## config.mk

```make
export PLATFORM = sky130hd
export DESIGN_NAME = branch_resolve_unit
export DESIGN_NICKNAME = d
export VERILOG_FILES = /design/src/rtl/branch_resolve_unit.sv
export SDC_FILE = /design/constraint.sdc
export NUM_CORES = 1
export LEC_CHECK = 0
export CORE_MARGIN = 4
export CORE_UTILIZATION = 45
export CTS_BUF_LIST = sky130_fd_sc_hd__clkbuf_16
export CTS_CLUSTER_DIAMETER = 60
export DETAILED_ROUTE_END_ITERATION = 16
export GPL_ROUTABILITY_DRIVEN = 0
export PLACE_DENSITY = 0.82
export SKIP_LAST_GASP = 1
export SLEW_MARGIN = 20
export SYNTH_ARGS = -nofsm -noshare
export SYNTH_HDL_FRONTEND = slang
export SYNTH_SLANG_ARGS = --single-unit
```

## constraint.sdc

```tcl
create_clock -name clk -period 4.6 [get_ports clk]
set_clock_uncertainty 0.15 [all_clocks]
set_input_delay 1.15 -clock clk [delete_from_list [all_inputs] [get_ports clk]]
set_output_delay 1.15 -clock clk [all_outputs]
set_load 0.005 [all_outputs]
```

## src/rtl/branch_resolve_unit.sv

```systemverilog
`default_nettype none
// ============================================================================
// Module      : branch_resolve_unit
// Description : EX-stage branch resolver. Evaluates the branch condition,
//               reports the resolved direction to the correlating predictor,
//               and on a misprediction redirects fetch and flushes the front
//               end for FLUSH_CYCLES cycles. Keeps saturating statistics.
// Revision    : 1.0 - initial release
// ============================================================================
module branch_resolve_unit #(
    parameter int FLUSH_CYCLES = 2,
    parameter int CNT_W        = 16
) (
    input  logic             clk,
    input  logic             rst,
    input  logic             id_valid,
    input  logic [31:0]      id_pc,
    input  logic [31:0]      id_target,
    input  logic [1:0]       id_br_type,
    input  logic [31:0]      id_rs1_val,
    input  logic [31:0]      id_rs2_val,
    input  logic             id_pred,
    output logic             actual_outcome,
    output logic             branch_EX_done,
    output logic [31:0]      PC_prev,
    output logic             flush,
    output logic             redirect_valid,
    output logic [31:0]      redirect_pc,
    output logic             busy,
    output logic [CNT_W-1:0] br_count,
    output logic [CNT_W-1:0] mispred_count
);

    // Flush down-counter must hold FLUSH_CYCLES-1; keep at least one bit.
    localparam int               c_FC_W     = (FLUSH_CYCLES > 1) ? $clog2(FLUSH_CYCLES) : 1;
    localparam logic [c_FC_W-1:0] c_FC_LOAD = c_FC_W'(FLUSH_CYCLES - 1);
    localparam logic [CNT_W-1:0] c_CNT_MAX  = {CNT_W{1'b1}};

    localparam logic [0:0] c_ST_IDLE  = 1'b0;
    localparam logic [0:0] c_ST_FLUSH = 1'b1;

    localparam logic [1:0] c_BR_BEQ = 2'b00;
    localparam logic [1:0] c_BR_BNE = 2'b01;
    localparam logic [1:0] c_BR_BLT = 2'b10;

    logic [0:0]        r_state;
    logic [c_FC_W-1:0] r_flush_cnt;
    logic              r_actual_outcome;
    logic              r_branch_done;
    logic [31:0]       r_pc_prev;
    logic              r_redirect_valid;
    logic [31:0]       r_redirect_pc;
    logic [CNT_W-1:0]  r_br_count;
    logic [CNT_W-1:0]  r_mispred_count;

    logic              w_accept;
    logic              w_cond;
    logic              w_mispred;
    logic [31:0]       w_fallthrough;

    // Branches arriving while the front end is being flushed are dropped.
    assign w_accept      = id_valid && (r_state == c_ST_IDLE);
    assign w_mispred     = w_cond ^ id_pred;
    assign w_fallthrough = id_pc + 32'd4;

    // Branch condition evaluation; BLT/BGE compare as signed values.
    always_comb begin
        w_cond = 1'b0;
        case (id_br_type)
            c_BR_BEQ: w_cond = (id_rs1_val == id_rs2_val);
            c_BR_BNE: w_cond = (id_rs1_val != id_rs2_val);
            c_BR_BLT: w_cond = ($signed(id_rs1_val) <  $signed(id_rs2_val));
            default:  w_cond = ($signed(id_rs1_val) >= $signed(id_rs2_val));
        endcase
    end

    // Flush FSM: a mispredict holds the front end in FLUSH for FLUSH_CYCLES cycles.
    always_ff @(posedge clk or posedge rst) begin
        if (rst) begin
            r_state     <= c_ST_IDLE;
            r_flush_cnt <= '0;
        end else begin
            case (r_state)
                c_ST_IDLE: begin
                    if (w_accept && w_mispred) begin
                        r_state     <= c_ST_FLUSH;
                        r_flush_cnt <= c_FC_LOAD;
                    end
                end
                default: begin
                    if (r_flush_cnt == '0) begin
                        r_state <= c_ST_IDLE;
                    end else begin
                        r_flush_cnt <= r_flush_cnt - 1'b1;
                    end
                end
            endcase
        end
    end

    // Resolution report and redirect; outcome, PC and redirect target hold between events.
    always_ff @(posedge clk or posedge rst) begin
        if (rst) begin
            r_actual_outcome <= 1'b0;
            r_branch_done    <= 1'b0;
            r_pc_prev        <= '0;
            r_redirect_valid <= 1'b0;
            r_redirect_pc    <= '0;
        end else begin
            r_branch_done    <= w_accept;
            r_redirect_valid <= w_accept && w_mispred;
            if (w_accept) begin
                r_actual_outcome <= w_cond;
                r_pc_prev        <= id_pc;
                if (w_mispred) begin
                    r_redirect_pc <= w_cond ? id_target : w_fallthrough;
                end
            end
        end
    end

    // Saturating statistics counters.
    always_ff @(posedge clk or posedge rst) begin
        if (rst) begin
            r_br_count      <= '0;
            r_mispred_count <= '0;
        end else if (w_accept) begin
            if (r_br_count != c_CNT_MAX) begin
                r_br_count <= r_br_count + 1'b1;
            end
            if (w_mispred && (r_mispred_count != c_CNT_MAX)) begin
                r_mispred_count <= r_mispred_count + 1'b1;
            end
        end
    end

    assign actual_outcome = r_actual_outcome;
    assign branch_EX_done = r_branch_done;
    assign PC_prev        = r_pc_prev;
    assign redirect_valid = r_redirect_valid;
    assign redirect_pc    = r_redirect_pc;
    assign flush          = (r_state == c_ST_FLUSH);
    assign busy           = (r_state == c_ST_FLUSH);
    assign br_count       = r_br_count;
    assign mispred_count  = r_mispred_count;

endmodule
`default_nettype wire
```

; ---- Word-level counts from Yosys, hierarchy flattened
; Index checks and enable logic that the tools add are counted.
[classes]
eq_ne = 6
n_addsub = 4
order_cmp = 2
mux = 8
shift = 0
n_bitwise = 2
n_reduce_logical = 8
div_mod_pow = 0
n_mul = 0
[op_table]
columns = op, n
row1 = $add A16 B1 Y16 const B, 2
row2 = $add A32 B3 Y32 const B, 1
row3 = $eq A32 B32 Y1, 1
row4 = $ge A32 B32 Y1, 1
row5 = $lt A32 B32 Y1, 1
row6 = $mux W32, 1
row7 = $ne A16 B16 Y1 const B, 2
row8 = $ne A32 B32 Y1, 1
row9 = $mux W1, 6
row10 = $reduce_and A2 Y1, 3
row11 = $logic_and A1 B1 Y1, 3
row12 = $pmux W1 S3, 1
row13 = $eq A2 B1 Y1 const B, 1
row14 = $eq A2 B2 Y1 const B, 1
row15 = $logic_not A2 Y1, 1
row16 = $reduce_bool A2 Y1, 1
row17 = $not A1 Y1, 1
row18 = $sub A1 B1 Y1 const B, 1
row19 = $xor A1 B1 Y1, 1
[word_totals]
word_cells = 39
ff_bits = 101
ram_bits = 0
romBits = 0
n_memories = 0
latch_bits = 0

; ---- Longest topological paths before layout
[depth]
word_depth = 6
ltp_mapped = 12

; ---- Least setup slack after synthesis
; Ideal clock, no wire load.
[synth_path]
kind = input to register
start = in id_rs2_val[14]
end = reg r_redirect_pc[0] (netlist: redirect_pc[0])
path_buffers = 2
arrival_time_ns = 3.775
required_time_ns = 4.325
cell_stages = 12
path_slack_ns = 0.550
cell_sequence = inv_1 -> ha_1 -> a21oi_1 -> nand2_1 -> a221o_1 -> o31a_1 -> a21o_1 -> or3_1 -> buf_6 -> a21oi_4 -> buf_12 -> mux2_4
[synth_via]
elab_chain_cells = 4
elab_cells_between_ends = 8
cone_classes = 2 x order compare / 2 x eq/ne / 2 x mux / 1 x bitwise / 1 x reduce/logical
[synth_lines]
columns = item, line
row1 = start: declaration, 21  ; input logic [31:0] id_rs2_val,
row2 = $ge A32 B32 Y1 (tied with other cells), 73  ; default: w_cond = ($signed(id_rs1_val) >= $signed(id_rs2_val));
row3 = $pmux W1 S3 *, 69  ; case (id_br_type)
row4 = $xor A1 B1 Y1, 63  ; assign w_mispred = w_cond ^ id_pred;
row5 = $reduce_and A2 Y1 (no line), --
row6 = end signal: assignment, 116  ; r_redirect_pc <= w_cond ? id_target : w_fallthrough;
row7 = end: declaration, 52  ; logic [31:0] r_redirect_pc;
; Every way passes the cells marked *; elsewhere a longest branch is shown, timed or not.
; A chain may end at the register's enable or synchronous reset.

; ---- Final worst setup path
[layout_path]
start = in id_rs2_val[14]
end = reg r_mispred_count[12] (netlist: mispred_count[12])
[layout_via]
elab_chain_cells = 5
elab_cells_between_ends = 8
cone_classes = 2 x order compare / 2 x eq/ne / 1 x mux / 1 x bitwise / 2 x reduce/logical
[layout_lines]
columns = item, line
row1 = $ge A32 B32 Y1 (tied with other cells), 73
row2 = $pmux W1 S3 *, 69
row3 = $xor A1 B1 Y1 *, 63
row4 = $logic_and A1 B1 Y1 *, 131  ; if (w_mispred && (r_mispred_count != c_CNT_MAX)) begin
row5 = $reduce_and A2 Y1 (no line) *, --
row6 = end signal: assignment, 132  ; r_mispred_count <= r_mispred_count + 1'b1;
row7 = end: declaration, 54  ; logic [CNT_W-1:0] r_mispred_count;
; Marked as above.

==> results list <==
* Cells traversed along the worst timing path: clkdlybuf4s50_1 > inv_1 > ha_1 > nand4_1 > a2111oi_0 > o31a_1 > o221ai_1 > or3_1 > buf_12 > a211oi_1 > mux2_2
- Layout filler cell count: 1024
- Post-layout minimum cycle time: between 4 and 5 ns
- The share of the Yosys chip area taken by registers is 41.74%.
- The largest single stage delay on the critical path is roughly 0.5 ns.
- Across the VDD grid, the largest voltage drop is approximately 0.33 mV.
* Hold-fix buffers, CTS: 0
* IO Count: 235
- The repair_antennas step left the layout with diodes totalling 0.
* Worst path setup slack after routing: around 0.23 ns
* Clock transition at the register clock pins on the worst setup and hold paths after CTS: around 0.070 ns
- Counting every net in the synthesized netlist gives 775.
* Congestion Overflow GR: 0
* Area enclosed by the die boundary: 15370 um^2
* Number of I/O port buffers: about 230
- Prior to clock tree synthesis, the placed netlist has a worst setup slack of -0.1024 ns.
- After synthesis the netlist holds a flip-flop and latch count of roughly 100.
- Most used DFF post-synth: sky130_fd_sc_hd__dfrtp_1
- Startpoint-to-endpoint class of the critical path: in2reg
- The number of antenna violations at the first check in global routing came to 0.
- Synthesis produced approximately 600 cells.
* DP HPWL: about 15000 um
- Leak pwr: 4.022 nW
- In this run, CTS created clock tree buffers numbering 9.
- The finished layout holds 1026 standard cells, fillers aside.
* Slew headroom: a little over two fifths
- Yosys mapped a number of flops with a built-in enable equal to 0.
- Summed over all failing endpoints, the final setup total negative slack is 0 ns.
- For the pin with the worst max-slew slack, the measured transition is 0.8620 ns.
- For this run, design rule violations remaining after detail routing come to 0.
- Netlist Area Pre-Place: approximately 6100 um^2
- Kind of start point of the critical path: input pin
- CTS root buffer: sky130_fd_sc_hd__clkbuf_16
- Post-synthesis async set-or-reset flop share: 100.0%
- On the critical path the largest part of the delay comes from compound AO/OA/AOI/OAI gates.
* Max frequency: ~0.23 GHz
- The number of setup buffers added after CTS is 0.
- Along the worst path, the maximum fanout reaches 15.
* First-pass GRT wire length: around 28000 um
- Net count reported at finish: a little over 1000
- Pre-Repair DR Iteration Count: 4
- After floorplanning, the core was sized to cover between 10000 and 15000 um^2.
- Dividing the detail-routed wire length by the instance count gives 17.87 um.
- In this run the worst hold path is classified as reg2reg.
* Starting utilization of the core area: a little under half
- Clk Latency, worst-skew pair: around 0.35 ns
- In this run, distinct cell masters in the synthesized netlist total 50.
- Area delta synth->final: 47.90%
* Post-CTS Resized: 0
- Number of global-route vias before repair: between 5000 and 6000
- The worst setup path is captured at a flip-flop.
* Total Routed Length: 18340 um
- Summed over all instances, the cell type with the most area after synthesis is sky130_fd_sc_hd__dfrtp_1.
- The initialized floorplan defines 42 standard-cell rows.
* Worst-path cell with the longest stage delay: sky130_fd_sc_hd__a2111oi_0
- After detailed routing, the number of vias per cell comes to 5.269.
- The number of hold-slack violations in the final timing report came to 0.
- RSZ-0062 raised after global routing: no
* Setup-violating endpoint count in the final report: 0
* Total clock sinks: just over 100
- Sorting the synthesized cells by how often they occur yields sky130_fd_sc_hd__nand2_1, sky130_fd_sc_hd__dfrtp_1, sky130_fd_sc_hd__xnor2_1.
- Die width: 124.0 um
- Pins over their slew limit: 0
- Post-detailed-route count of antenna-violating nets: 0
* Detailed-route via count: 5406
- Max Cap Viol: 0
- Post-synth top area share: roughly two fifths
* Worst hold slack: around 0.33 ns
- Fin crit share: a little over nine tenths
- Global routing used between 20% and 30% of the available tracks.
* Required time at the worst-slack endpoint: roughly 4.7 ns
* Pwr dens: roughly 420 nW/um^2
* Dominant cells by area after synthesis: sky130_fd_sc_hd__dfrtp_1, sky130_fd_sc_hd__nand2_1, sky130_fd_sc_hd__ha_1
- Mean post-synth cell area: roughly 10 um^2
- Yosys printed 0 warnings.
- Height of the die: 124.0 um
* Htree depth: 3
* Instance count after placement with tap cells included: slightly above 1000
- DRC violation total after the first TritonRoute iteration: between 300 and 400
* Share of layout cells above drive strength 1: approximately an eighth
* Total power draw: 0.003753 W
- At the worst endpoint, the arrival time is 4.45 ns.
- Most common cell in the synthesized netlist: sky130_fd_sc_hd__nand2_1
- Pin count of the biggest net entering global routing: 69
- Maximum root-to-sink buffer count: 2
- TritonCTS clock tree: built
- The flow ran to the end, and the final reports show no timing, DRC or antenna violations.
* Crit path buf inv count: 3
## kinds of logic after synthesis
group	count (synthesis)	share of synthesized area (%)
and+or+nand+nor	230	18.29
AOI/OAI and AO/OA	63	7.171
xor gates and xnor gates	56	8.101
muxes	58	12.52
adders and majority gates	35	7.233
DFF	101	41.74
buffers and inverters	63	4.939
## worst register-to-register path: stages, from the launching register on
cell                      delay [ns]
sky130_fd_sc_hd__dfrtp_1        0.45
sky130_fd_sc_hd__and4_1         0.25
sky130_fd_sc_hd__and3_1         0.22
sky130_fd_sc_hd__and4_1         0.24
sky130_fd_sc_hd__a41oi_1        0.50
sky130_fd_sc_hd__and3_1         0.29
sky130_fd_sc_hd__and2_1         0.22
sky130_fd_sc_hd__nand4_1        0.13
sky130_fd_sc_hd__xnor2_1        0.14
## layout make-up
class | instances | area, um^2 | share of cell area, %
multi-input cells | 442 | 3236 | 36.13
clock buffers | 9 | 225.2 | 2.515
repair buffers | 251 | 2507 | 28.00
inverters | 41 | 156.4 | 1.747
flip-flops and latches | 101 | 2527 | 28.22
well taps | 176 | 220.2 | 2.459
clock inverters | 6 | 82.58 | 0.9222
## metrics by stage
step,cell area (um^2),util [%]
2_1_floorplan,6055,-
3_3_place_gp,8647,65.56
3_5_place_dp,8647,65.56
4_1_cts,8955,67.89
5_1_grt,8955,67.89
6_report,8955,67.89
## worst paths after layout
kind                                startpoint           endpoint  slack [ns]  cells after the start
max in group asynchronous                  rst     redirect_pc[9]        2.31                      3
worst min-delay path                PC_prev[5]         PC_prev[5]        0.33                      2
worst min register to register      PC_prev[5]         PC_prev[5]        0.33                      2
worst max register to register     br_count[6]        br_count[9]        1.90                      8
min in group asynchronous                  rst         PC_prev[5]        1.15                      2
worst max-delay path            id_rs2_val[14]  mispred_count[12]        0.23                     11
## state kept, by name (all words and copies together), names as in the netlist
signal and count:
r_flush_cnt 1, branch_EX_done 1, actual_outcome 1, busy 1, br_count 16, mispred_count 16
redirect_valid 1, redirect_pc 32, PC_prev 32
## where the power goes
part | switching [W] | internal [W]
sequential | 0.000219 | 0.00119
combinational | 0.000569 | 0.000984
clock | 0.000360 | 0.000431
total | 0.00115 | 0.00261
## layer usage
metal	track usage, %	part of all wire (%)
met5	0	0
met2	41.23	51
met4	10.81	3.6
met1	28.02	39
met3	4.678	6.0
## cell usage in the layout (no fill, tap or decap), drive strengths merged, types with 2 or more instances in the layout
master         netlist  layout
clkdlybuf4s50        0     234
and4                 6       6
ha                  35      35
inv                 40      42
xor2                15      15
a211oi               9       9
nor2                16      16
clkinv               1       3
a2111oi              4       4
nor2b                2       2
nand3               34      34
mux2                58      58
clkbuf              15       9
buf                  7      17
xnor2               41      41
a21o                 4       4
nand2              127     127
nor4                 2       2
or3                  2       2
or2                  2       2
and3b                2       2
dfrtp              101     101
nand4               23      23
a21oi               18      18
nor3                 2       2
and2                 2       2
o21ai               18      18
and3                 8       8
(Power assumes the default switching activity.)
